$ cat config.mk
export PLATFORM = sky130hd
export DESIGN_NAME = lutram_fifo64
export DESIGN_NICKNAME = d
export VERILOG_FILES = /design/src/rtl/lutram_fifo64_pkg.sv /design/src/rtl/RAM64M.sv /design/src/rtl/lutram_fifo64_mem.sv /design/src/rtl/lutram_fifo64.sv
export SDC_FILE = /design/constraint.sdc
export NUM_CORES = 1
export LEC_CHECK = 0
export CORE_MARGIN = 8
export CORE_UTILIZATION = 55
export CTS_CLUSTER_SIZE = 16
export DETAILED_ROUTE_END_ITERATION = 8
export GPL_ROUTABILITY_DRIVEN = 0
export PLACE_DENSITY = 0.72
export REMOVE_ABC_BUFFERS = 1
export SYNTH_ARGS = -nofsm -noshare
export SYNTH_HDL_FRONTEND = slang
export SYNTH_SLANG_ARGS = --single-unit
$ cat constraint.sdc
create_clock -name CLK -period 6.6 [get_ports CLK]
set_clock_uncertainty 0.2 [all_clocks]
set_input_delay 0.66 -clock CLK [delete_from_list [all_inputs] [get_ports CLK]]
set_output_delay 0.66 -clock CLK [all_outputs]
set_load 0.01 [all_outputs]
$ cat src/rtl/lutram_fifo64_pkg.sv
// rtl/lutram_fifo64_pkg.sv - shared sizing constants and types for lutram_fifo64
package lutram_fifo64_pkg;

  localparam int DEPTH = 64;
  localparam int PTR_W = 6;
  localparam int LVL_W = 7;

  typedef logic [PTR_W-1:0] ptr_t;
  typedef logic [LVL_W-1:0] lvl_t;

  function automatic int n_ram(input int data_w);
    return (data_w + 2) / 3;
  endfunction

endpackage

$ cat src/rtl/RAM64M.sv
// rtl/RAM64M.sv - behavioural 64x4 quad-port distributed RAM (three read ports, one read/write port)
module RAM64M (
  output logic       DOA,
  output logic       DOB,
  output logic       DOC,
  output logic       DOD,
  input  logic       DIA,
  input  logic       DIB,
  input  logic       DIC,
  input  logic       DID,
  input  logic [5:0] ADDRA,
  input  logic [5:0] ADDRB,
  input  logic [5:0] ADDRC,
  input  logic [5:0] ADDRD,
  input  logic       WE,
  input  logic       WCLK
);

  logic [63:0] mem_a;
  logic [63:0] mem_b;
  logic [63:0] mem_c;
  logic [63:0] mem_d;

  // All four bit-planes are written at the port D address, as in the primitive.
  always_ff @(posedge WCLK) begin
    if (WE) begin
      mem_a[ADDRD] <= DIA;
      mem_b[ADDRD] <= DIB;
      mem_c[ADDRD] <= DIC;
      mem_d[ADDRD] <= DID;
    end
  end

  assign DOA = mem_a[ADDRA];
  assign DOB = mem_b[ADDRB];
  assign DOC = mem_c[ADDRC];
  assign DOD = mem_d[ADDRD];

endmodule

$ cat src/rtl/lutram_fifo64_mem.sv
// rtl/lutram_fifo64_mem.sv - 64-deep storage built from ceil(DATA_W/3) RAM64M slices
module lutram_fifo64_mem
  import lutram_fifo64_pkg::*;
#(
  parameter int DATA_W = 6
) (
  input  logic              WCLK,
  input  logic              we,
  input  ptr_t              wr_addr,
  input  logic [DATA_W-1:0] wr_data,
  input  ptr_t              rd_addr,
  output logic [DATA_W-1:0] rd_data
);

  localparam int NRAM  = n_ram(DATA_W);
  localparam int PAD_W = 3 * NRAM;

  logic [PAD_W-1:0] din_pad;
  logic [PAD_W-1:0] dout_pad;
  logic [NRAM-1:0]  dod_unused;

  assign din_pad = PAD_W'(wr_data);
  assign rd_data = dout_pad[DATA_W-1:0];

  // Ports A-C carry three data bits each; port D only supplies the write address.
  for (genvar i = 0; i < NRAM; i++) begin : g_ram
    RAM64M u_ram (
      .DOA   (dout_pad[3*i]),
      .DOB   (dout_pad[3*i+1]),
      .DOC   (dout_pad[3*i+2]),
      .DOD   (dod_unused[i]),
      .DIA   (din_pad[3*i]),
      .DIB   (din_pad[3*i+1]),
      .DIC   (din_pad[3*i+2]),
      .DID   (1'b0),
      .ADDRA (rd_addr),
      .ADDRB (rd_addr),
      .ADDRC (rd_addr),
      .ADDRD (wr_addr),
      .WE    (we),
      .WCLK  (WCLK)
    );
  end

  if (PAD_W > DATA_W) begin : g_pad
    logic pad_unused;
    assign pad_unused = &{1'b0, dout_pad[PAD_W-1:DATA_W]};
  end

endmodule

$ cat src/rtl/lutram_fifo64.sv
// rtl/lutram_fifo64.sv - 64-deep FWFT FIFO on distributed RAM
// Optional registered read stage: LUTRAM_FIFO64_OUTREG_EN
module lutram_fifo64
  import lutram_fifo64_pkg::*;
#(
  parameter int DATA_W    = 6,
  parameter int AFULL_THR = 56
) (
  input  logic              CLK,
  input  logic              RST,
  input  logic              WR_EN,
  input  logic [DATA_W-1:0] WR_DATA,
  output logic              FULL,
  output logic              AFULL,
  input  logic              RD_EN,
  output logic [DATA_W-1:0] RD_DATA,
  output logic              EMPTY,
  output logic [6:0]        LEVEL,
  output logic              ERR_OVF,
  output logic              ERR_UDF
);

  ptr_t              wr_ptr;
  ptr_t              rd_ptr;
  lvl_t              level_q;
  logic              full_q;
  logic              empty_q;
  logic              afull_q;
  logic              ovf_q;
  logic              udf_q;
  logic [DATA_W-1:0] ram_rd;

  logic wr_acc;
  logic rd_adv;
  logic udf_nxt;
  logic empty_nxt;
  logic full_nxt;
  lvl_t level_nxt;

  lutram_fifo64_mem #(.DATA_W(DATA_W)) u_mem (
    .WCLK    (CLK),
    .we      (wr_acc),
    .wr_addr (wr_ptr),
    .wr_data (WR_DATA),
    .rd_addr (rd_ptr),
    .rd_data (ram_rd)
  );

  // full_q tracks RAM occupancy only, so the write side never sees the output stage.
  assign wr_acc = WR_EN & ~full_q;

`ifdef LUTRAM_FIFO64_OUTREG_EN
  lvl_t              ram_cnt_q;
  lvl_t              ram_cnt_nxt;
  logic              stage_vld_q;
  logic              stage_vld_nxt;
  logic [DATA_W-1:0] stage_data_q;
  logic              pop;

  always_comb begin
    pop           = RD_EN & stage_vld_q;
    udf_nxt       = RD_EN & ~stage_vld_q;
    rd_adv        = (ram_cnt_q != '0) & (~stage_vld_q | pop);
    ram_cnt_nxt   = ram_cnt_q + LVL_W'(wr_acc) - LVL_W'(rd_adv);
    stage_vld_nxt = rd_adv | (stage_vld_q & ~pop);
    level_nxt     = ram_cnt_nxt + LVL_W'(stage_vld_nxt);
    empty_nxt     = ~stage_vld_nxt;
    full_nxt      = (ram_cnt_nxt == LVL_W'(DEPTH));
  end

  always_ff @(posedge CLK) begin
    if (RST) begin
      ram_cnt_q    <= '0;
      stage_vld_q  <= 1'b0;
      stage_data_q <= '0;
    end else begin
      ram_cnt_q   <= ram_cnt_nxt;
      stage_vld_q <= stage_vld_nxt;
      if (rd_adv) begin
        stage_data_q <= ram_rd;
      end
    end
  end

  assign RD_DATA = stage_data_q;
`else
  always_comb begin
    rd_adv    = RD_EN & ~empty_q;
    udf_nxt   = RD_EN & empty_q;
    level_nxt = level_q + LVL_W'(wr_acc) - LVL_W'(rd_adv);
    empty_nxt = (level_nxt == '0);
    full_nxt  = (level_nxt == LVL_W'(DEPTH));
  end

  assign RD_DATA = ram_rd;
`endif

  always_ff @(posedge CLK) begin
    if (RST) begin
      wr_ptr  <= '0;
      rd_ptr  <= '0;
      level_q <= '0;
      full_q  <= 1'b0;
      empty_q <= 1'b1;
      afull_q <= 1'b0;
      ovf_q   <= 1'b0;
      udf_q   <= 1'b0;
    end else begin
      if (wr_acc) begin
        wr_ptr <= wr_ptr + 1'b1;
      end
      if (rd_adv) begin
        rd_ptr <= rd_ptr + 1'b1;
      end
      level_q <= level_nxt;
      full_q  <= full_nxt;
      empty_q <= empty_nxt;
      afull_q <= (level_nxt >= LVL_W'(AFULL_THR));
      ovf_q   <= WR_EN & full_q;
      udf_q   <= udf_nxt;
    end
  end

  assign FULL    = full_q;
  assign EMPTY   = empty_q;
  assign AFULL   = afull_q;
  assign LEVEL   = level_q;
  assign ERR_OVF = ovf_q;
  assign ERR_UDF = udf_q;

endmodule
==> results of run 1 <==
-- layer usage --
layer	part of all wire [%]	global-route usage [%]	vias to the layer above
met3	8.5	3.492	79
li1	-	-	3533
met1	41	27.90	4182
met2	48	30.35	453
met5	0	0	-
met4	2.8	6.576	0
-- worst max-delay path: stages (launching register included) --
cell and delay [ns]:
dfxtp_4 1.02, buf_12 0.35, mux4_2 0.56, a211oi_1 0.74, a22oi_1 0.19, and3_1 0.28
clkdlybuf4s50_1 0.50
-- stage by stage --
| step | instance area [sq um] | setup WS [ns] |
|---|---|---|
| detailed placement | 16740 | 2.121 |
| global route | 18000 | 1.327 |
| global placement | 16740 | 2.122 |
| finish | 18000 | 1.511 |
| CTS | 18000 | 1.553 |
| floorplan | 15940 | 0.08515 |
-- state kept, by name, summed over array words and instances, names as in the netlist, 6 cells and up --
register and flops:
LEVEL 7, u_mem.g_ram.u_ram.mem_b 128, wr_ptr 6, u_mem.g_ram.u_ram.mem_c 128
u_mem.g_ram.u_ram.mem_a 128, rd_ptr 6
-- kinds of logic after synthesis --
logic type | count (synthesis) | share of synthesized area [%]
AOI/OAI and AO/OA | 86 | 3.798
xor gates and xnor gates | 13 | 0.6996
adders and majority gates | 10 | 0.8150
buffers and inverters | 63 | 2.314
DFF | 408 | 73.81
muxes | 140 | 14.46
and+or+nand+nor | 143 | 4.105
-- area by class of cell --
cell class,instances,area [sq um]
Tap cell,390,488.0
Fill cell,2072,11400
Timing Repair Buffer,33,297.8
Sequential cell,408,12020
Multi-Input combinational cell,392,3886
Clock buffer,58,1185
Inverter,12,45.04
Clock inverter,16,75.07
-- cell usage after synthesis, drive strengths merged (3+ instances only) --
library cell    n
edfxtp        384
nor2           80
mux4           74
mux2i          66
buf            38
dfxtp          24
a211oi         21
o22ai          19
nand2          17
clkbuf         13
inv            12
a22oi          11
xor2           10
a21oi           9
ha              9
nor2b           9
nand3           7
and3            6
o41ai           5
and2            4
nand3b          4
o21ai           4
nor3            3
o21a            3
o221ai          3
o31ai           3
or3b            3
xnor2           3
-- how the worst max path moves through the flow --
stage	cells after the start	slack [ns]	end
floorplan	5	0.09	RD_DATA[2]
global placement	6	2.12	RD_DATA[1]
detailed placement	6	2.12	RD_DATA[1]
CTS	6	1.55	RD_DATA[1]
global route	6	1.33	RD_DATA[1]
finish	6	1.51	RD_DATA[1]
-- power breakdown --
part / internal (mW) / leakage, nW / switching [mW]
registers: 2.87 / 3.65 / 0.0571
clock network: 1.25 / 0.612 / 0.927
logic: 0.269 / 1.23 / 0.317
total: 4.39 / 5.50 / 1.30
-- cell usage in the layout, fill, tap and decap left out, types with 17 or more instances in the layout --
cell type	n
mux4_2	67
a211oi_1	20
nor2_1	80
clkbuf_16	45
dfxtp_1	21
edfxtp_1	384
nand2_1	17
mux2i_1	66
o22ai_1	19
clkdlybuf4s50_1	21
==> results.md, run 1 <==
* Final Instance Count excl. Fillers at 1,309
* R2R setup slack at 3.23 ns
* Run status: completed
* Hpwl dp at 21,100 um
* Synth area leaders: edfxtp_1, mux4_2, mux2i_1, dfxtp_1, nor2_1
* H-tree levels at 2
* # resized after CTS at 0
* Final ANT Viol Nets at 0
* Die area at 35,350 sq um
* EDFF count, synth at 384
* Global-route wire length before repair at 52,300 um
* Pwr/cell area at 316.1 nW/um^2
* Gr usage total at 19.58%
* Root Buffer Master: clkbuf_16
* Crit path DAT at 4.23 ns
* Distinct cells, synth at 51
* Min Tclk post-route at 5.089 ns
* Initial DRC Count at 1,008
* Via count at 8,247
* Vias per cell at 6.300
* Initial Util at 55.35%
* Final Max Tran Viols at 0
* CTS tree: yes
* Slew margin rel. at 17.42%
* Post-layout net count at 909
* Hold Path Cell Cnt at 1
* Yosys reg bits at 408
* Post-CTS Hold Buffers at 0
* Initial antenna violation count at 0
* Final setup TNS at 0 ns
* Crit. End Element: output pin
* CP max FO at 54
* Reg2reg end: FULL$_SDFF_PP0_
* Reg clk slew, reported paths at 0.06 ns
* Worst Setup Start Kind: register
* Row cnt at 63
* Min-Delay Path Class: register to register
* Number of port buffers at 27
* Least-Margin Pin Slew at 1.239 ns
* Core Area at 29,400 sq um
* Num CTS Buffers at 42
* Mapped Area at 16,270 sq um
* Peak VDD IR at 0.2693 mV
* Min-delay src: FULL$_SDFF_PP0_
* Die width at 188.0 um
* Fin crit share at 77.11%
* Ratio of cells with drive above 1 in the final layout at 15.67%
* DRC Markers at 0
* Synth warn at 0
* Crit path kind: register to output pin
* Remaining Overflow, GRT at 0
* RSZ-0062 raised after global routing: no
* Post-Synthesis Cells at 863
* Leak Pwr at 5.499 nW
* Vias in the first global route at 8,250
* R2r startpoint: EMPTY$_SDFF_PP1_
* Routed len/inst at 26.33 um
* Reg2reg path depth at 10
* Fin. Hold Viols at 0
* Total power at 5.688 mW
* Ys async rst share at 0%
* DIE HEIGHT at 188.0 um
* Routed wire length at 34,460 um
* # setup viols final at 0
* Top-area cell type share of the netlist area at 70.85%
* Clock Path Buffers at 3
* Post-synth top flop: edfxtp_1
* WP data required at 5.74 ns
* # IOs at 28
* Hold path endpoint: ERR_OVF$_SDFF_PP0_
* Avg Inst Size Synth at 18.86 sq um
* Drt first pass iters at 5
* Syn-to-layout area delta at 10.59%
* # diodes at 0
* CTS Sinks at 408
* FMAX at 0.1965 GHz
* Hold WS at 0.3027 ns
* Worst skew pair latency at 0.52 ns
* Crit. Startpoint: rd_ptr[0]$_SDFFE_PP0P_
* Sequential-to-total area share from yosys stat at 73.81%
* Reported max-cap violation count at 0
* Area leader, netlist: edfxtp_1
* Dpl cells at 1,235
* Post-CTS Setup Bufs at 0
* Final Util at 61.21%
* Largest net degree at the start of global routing at 65
Power figures use the tool's default switching activity.
==> run 2: changes to the inputs <==
- clock period: 6.6 -> 5.35 ns (I/O delays scaled with it)
==> run 2 against run 1 <==
Against the previous run:
- final area is the same
- wire length shrank 0.32%
- clock-buffer cell count shrank 6
- power grew 23%
- clock power grew 23%
- core utilization is the same
- first-iteration DRC count shrank 14%
- global-route usage shrank 0.15 points
- die area is the same
- via count shrank 2.5%
- non-clock buffer count grew 1
- combinational power grew 27%
- critical path type unchanged
- critical endpoint is now RD_DATA[5]
- highest routed layer unchanged
==> results.md, run 2 (synthesis gave the netlist of run 1 again) <==
* Post-layout net count at 909
* Reported max-cap violation count at 0
* Slowest-stage cell, CP: dfxtp_1
* Most common cell after layout, fill and taps aside: edfxtp_1
* # resized after CTS at 0
* CP max FO at 18
* CTS tree: yes
* R2r startpoint: FULL$_SDFF_PP0_
* Worst Setup Start Kind: register
* Global-route wire length before repair at 51,440 um
* Seq pwr share at 51.2%
* Dpl cells at 1,236
* Number of port buffers at 27
* Worst skew pair latency at 0.53 ns
* Final Max Tran Viols at 0
* Placed instance area at 16,760 sq um
* Pwr/cell area at 389.7 nW/um^2
* Post-CTS Setup Bufs at 0
* Place WS at 1.355 ns
* Syn-to-layout area delta at 10.59%
* Min-Delay Path Class: register to register
* Die width at 188.0 um
* # setup viols final at 0
* Crit. End Element: output pin
* RSZ-0062 raised after global routing: no
* Most frequent cells in the layout: edfxtp_1, nor2_1, mux4_2
* # IOs at 28
* Final Instance Count excl. Fillers at 1,306
* Crit path kind: register to output pin
* CTS Sinks at 408
* Min-delay src: EMPTY$_SDFF_PP1_
* Run status: completed
* Max incr delay on CP at 0.76 ns
* Hold path endpoint: ERR_UDF$_SDFF_PP0_
* Clock Path Buffers at 3
* Post-CTS Hold Buffers at 0
* DIE HEIGHT at 188.0 um
* CP Cell Sequence: nand3b_1, o22ai_1, a211oi_1, o41ai_1, and3_1, clkdlybuf4s50_1
* Drt first pass iters at 5
* Hpwl dp at 21,470 um
* Ratio of cells with drive above 1 in the final layout at 15.39%
* Peak VDD IR at 0.3397 mV
* Initial DRC Count at 867
* Initial antenna violation count at 0
* Final ANT Viol Nets at 0
* Gr usage total at 19.42%
* # diodes at 0
* WP data required at 4.62 ns
* Fin crit share at 85.12%
* Root Buffer Master: clkbuf_16
* Largest registers: u_mem.g_ram.u_ram.mem_a: 128 flops, u_mem.g_ram.u_ram.mem_b: 128 flops, u_mem.g_ram.u_ram.mem_c: 128 flops
* Vias per cell at 6.158
* H-tree levels at 2
* FMAX at 0.2196 GHz
* Reg2reg path depth at 11
* Hold Path Cell Cnt at 1
* Clk pwr share at 38.2%
* DRC Markers at 0
* Final instance area at 18,000 sq um
* Num CTS Buffers at 41
* # fillers at 2,045
* Switching Share at 22.65%
* Routed wire length at 34,350 um
* Logic pwr share at 10.6%
* Vias in the first global route at 8,163
* Leak Pwr at 5.501 nW
* Reg2reg end: FULL$_SDFF_PP0_
* Die area at 35,350 sq um
* Core Area at 29,400 sq um
* Reg clk slew, reported paths at 0.07 ns
* Min Tclk post-route at 4.554 ns
* Routed len/inst at 26.30 um
* Crit path DAT at 3.82 ns
* Remaining Overflow, GRT at 0
* Final Util at 61.21%
* Initial Util at 55.35%
* Via count at 8,043
* R2R setup slack at 2.05 ns
* Largest net degree at the start of global routing at 65
* Row cnt at 63
* Fin. Hold Viols at 0
* P_sw at 1.588 mW
* Least-Margin Pin Slew at 1.209 ns
* Setup ws final at 0.7960 ns
* Total power at 7.013 mW
* Internal power at 5.425 mW
* Slew margin rel. at 19.39%
[run 2: through the flow]
step | setup TNS (ns) | hold slack, ns
after floorplan | -5.933 | 0.2927
after global placement | 0 | 0.3032
after detailed placement | 0 | 0.3060
after CTS | 0 | 0.3277
after global routing | 0 | 0.3395
final | 0 | 0.3245
[run 2: cell type report]
cell class	instances	area (sq um)	share of cell area, %
multi-input cells	392	3886	21.59
flip-flops and latches	408	12020	66.79
clock inverters	18	130.1	0.7230
inverters	12	45.04	0.2503
clock buffers	52	1110	6.167
repair buffers	34	317.8	1.766
well taps	390	488.0	2.711
[run 2: worst max path at each step]
stage	startpoint	endpoint	slack [ns]	cells past startpoint
6_report	rd_ptr[3]$_SDFFE_PP0P_	RD_DATA[5]	0.80	6
5_1_grt	rd_ptr[3]$_SDFFE_PP0P_	RD_DATA[5]	0.74	6
4_1_cts	rd_ptr[3]$_SDFFE_PP0P_	RD_DATA[5]	0.90	6
3_5_place_dp	WR_EN	FULL$_SDFF_PP0_	1.36	12
3_3_place_gp	WR_EN	FULL$_SDFF_PP0_	1.46	12
2_1_floorplan	rd_ptr[0]$_SDFFE_PP0P_	RD_DATA[2]	-1.04	5
[run 2: power by group through the flow]
| stage | clock network, mW | registers [mW] | logic (mW) |
|---|---|---|---|
| after detailed placement | 0 | 3.66 | 0.751 |
| after floorplan | 0 | 3.70 | 0.451 |
| after CTS | 2.70 | 3.59 | 0.754 |
| final | 2.68 | 3.59 | 0.745 |
| after global routing | 2.83 | 3.60 | 0.808 |
| after global placement | 0 | 3.66 | 0.744 |
[run 2: routing by layer]
metal | track usage [%] | part of all wire (%)
met4 | 6.091 | 2.7
met5 | 0 | 0
met3 | 5.591 | 8.8
met1 | 25.48 | 40
met2 | 31.12 | 48
[run 2: critical path, delay by kind of cell, from the launching register on]
| family | cells | cell delay, ns |
|---|---|---|
| DFF | 1 | 0.76 |
| and+or+nand+nor | 2 | 0.83 |
| AOI/OAI and AO/OA | 3 | 1.12 |
| buffers and inverters | 1 | 0.55 |
==> run 3: changes to the inputs <==
- CORE_ASPECT_RATIO: not set -> 1.4
- CORE_UTILIZATION: 55 -> 40
- PLACE_DENSITY: 0.72 -> not set
- SKIP_CTS_REPAIR_TIMING: not set -> 1
==> run 3 against run 2 <==
Against the previous run:
- clock power barely moved
- register-to-register slack improved by 0.12 ns
- final cell count rose by 12%
- critical path type unchanged
- via count fell by 1.1%
- largest cell class unchanged
- non-clock buffer count rose by 7
- hold slack got worse by 0.015 ns
- sequential share of layout area fell by 0.90 points
- global-route usage fell by 3.9 points
- power rose by 0.49%
- worst setup slack improved by 0.17 ns
- die area rose by 34%
==> results.md, run 3 (synthesis gave the netlist of run 1 again) <==
* Run status: completed
* Reg clk slew, reported paths at 0.06 ns
* Crit path DAT at 3.65 ns
* Initial antenna violation count at 0
* Core Area at 40,170 sq um
* Global-route wire length before repair at 55,140 um
* Max Used Layer: met4
* CP max FO at 32
* Die width at 186.5 um
* Least-Margin Pin Slew at 1.239 ns
* Clock Path Buffers at 3
* Reg2reg path depth at 11
* Min-Delay Path Class: register to register
* Most common cell after layout, fill and taps aside: edfxtp_1
* WP data required at 4.62 ns
* Pwr/cell area at 386.3 nW/um^2
* Slew margin rel. at 17.39%
* Initial Util at 40.52%
* Syn-to-layout area delta at 12.10%
* Root Buffer Master: clkbuf_16
* Most frequent cells in the layout: edfxtp_1, nor2_1, mux4_2
* Final setup TNS at 0 ns
* R2R setup slack at 2.17 ns
* Drt first pass iters at 5
* Min Tclk post-route at 4.386 ns
* Met3 wire length at 1776 um
* Row cnt at 87
* # setup viols final at 0
* Routed wire length at 36,650 um
* Hpwl dp at 23,360 um
* Crit. Startpoint: rd_ptr[2]$_SDFFE_PP0P_
* Largest registers: u_mem.g_ram.u_ram.mem_a: 128 flops, u_mem.g_ram.u_ram.mem_b: 128 flops, u_mem.g_ram.u_ram.mem_c: 128 flops
* Final Util at 45.42%
* DIE HEIGHT at 254.7 um
* Vias per cell at 5.462
* Total power at 7.047 mW
* Peak VDD IR at 0.2611 mV
* CTS Sinks at 408
* Crit path kind: register to output pin
* Metal-1 WL at 14,100 um
* Number of port buffers at 27
* Ratio of cells with drive above 1 in the final layout at 16.36%
* Final instance area at 18,240 sq um
* Min-delay src: FULL$_SDFF_PP0_
* Vias in the first global route at 8,312
* Worst Setup Start Kind: register
* # IOs at 28
* FMAX at 0.2280 GHz
* Fin. Hold Viols at 0
* RSZ-0062 raised after global routing: no
* Die area at 47,490 sq um
* Met2 Routed Length at 19,650 um
* Final Instance Count excl. Fillers at 1,457
* Reported max-cap violation count at 0
* Gr usage total at 15.51%
* Final Max Tran Viols at 0
* Remaining Overflow, GRT at 0
* # diodes at 0
* Leak Pwr at 5.536 nW
* CTS tree: yes
* DRC Markers at 0
* Fin crit share at 81.98%
* Routed len/inst at 25.16 um
* Initial DRC Count at 633
* Num CTS Buffers at 39
* Via count at 7,958
* Placed instance area at 16,990 sq um
* R2r startpoint: FULL$_SDFF_PP0_
* H-tree levels at 2
* Worst skew pair latency at 0.53 ns
* Dpl cells at 1,387
* Hold Path Cell Cnt at 1
* Final ANT Viol Nets at 0
* Largest net degree at the start of global routing at 71
* Post-layout net count at 914
* Crit. End Element: output pin
-- run 3: layer usage --
layer	vias to the layer above	GRT usage (%)
met3	57	2.490
met4	0	5.888
met5	-	0
met2	241	28.61
li1	3540	-
met1	4120	17.97
-- run 3: cell type report --
type                       instances  area, sq um
tap                              534        668.1
clock buffer                      45         1020
clock inverter                    25        234.0
sequential                       408        12020
timing repair buffer              41        370.4
fill                            3402        21920
inverter                          12        45.04
multi-input combinational        392         3886
-- run 3: per-stage QoR --
step,worst slack (ns),hold slack [ns]
2_1_floorplan,-1.040,0.2927
3_3_place_gp,1.540,0.3145
4_1_cts,0.9465,0.3185
3_5_place_dp,1.431,0.3015
6_report,0.9639,0.3091
5_1_grt,0.7869,0.3399
-- run 3: where the power goes --
group	leakage (nW)	switching, mW	internal, mW
Combinational	1.28	0.430	0.335
Sequential	3.65	0.0381	3.54
Clock	0.606	1.14	1.56
Total	5.54	1.61	5.44
-- run 3: worst paths after layout --
kind | end
worst max register to register | FULL$_SDFF_PP0_
worst min-delay path | ERR_OVF$_SDFF_PP0_
worst max-delay path | RD_DATA[1]
worst min register to register | ERR_OVF$_SDFF_PP0_
-- run 3: worst max-delay path, cell delays in order, from the launching register on --
cell	delay [ns]
dfxtp_2	0.58
buf_4	0.51
nand3b_1	0.41
o22ai_1	0.32
a211oi_1	0.09
o41ai_1	0.38
and3_1	0.26
clkdlybuf4s50_1	0.56
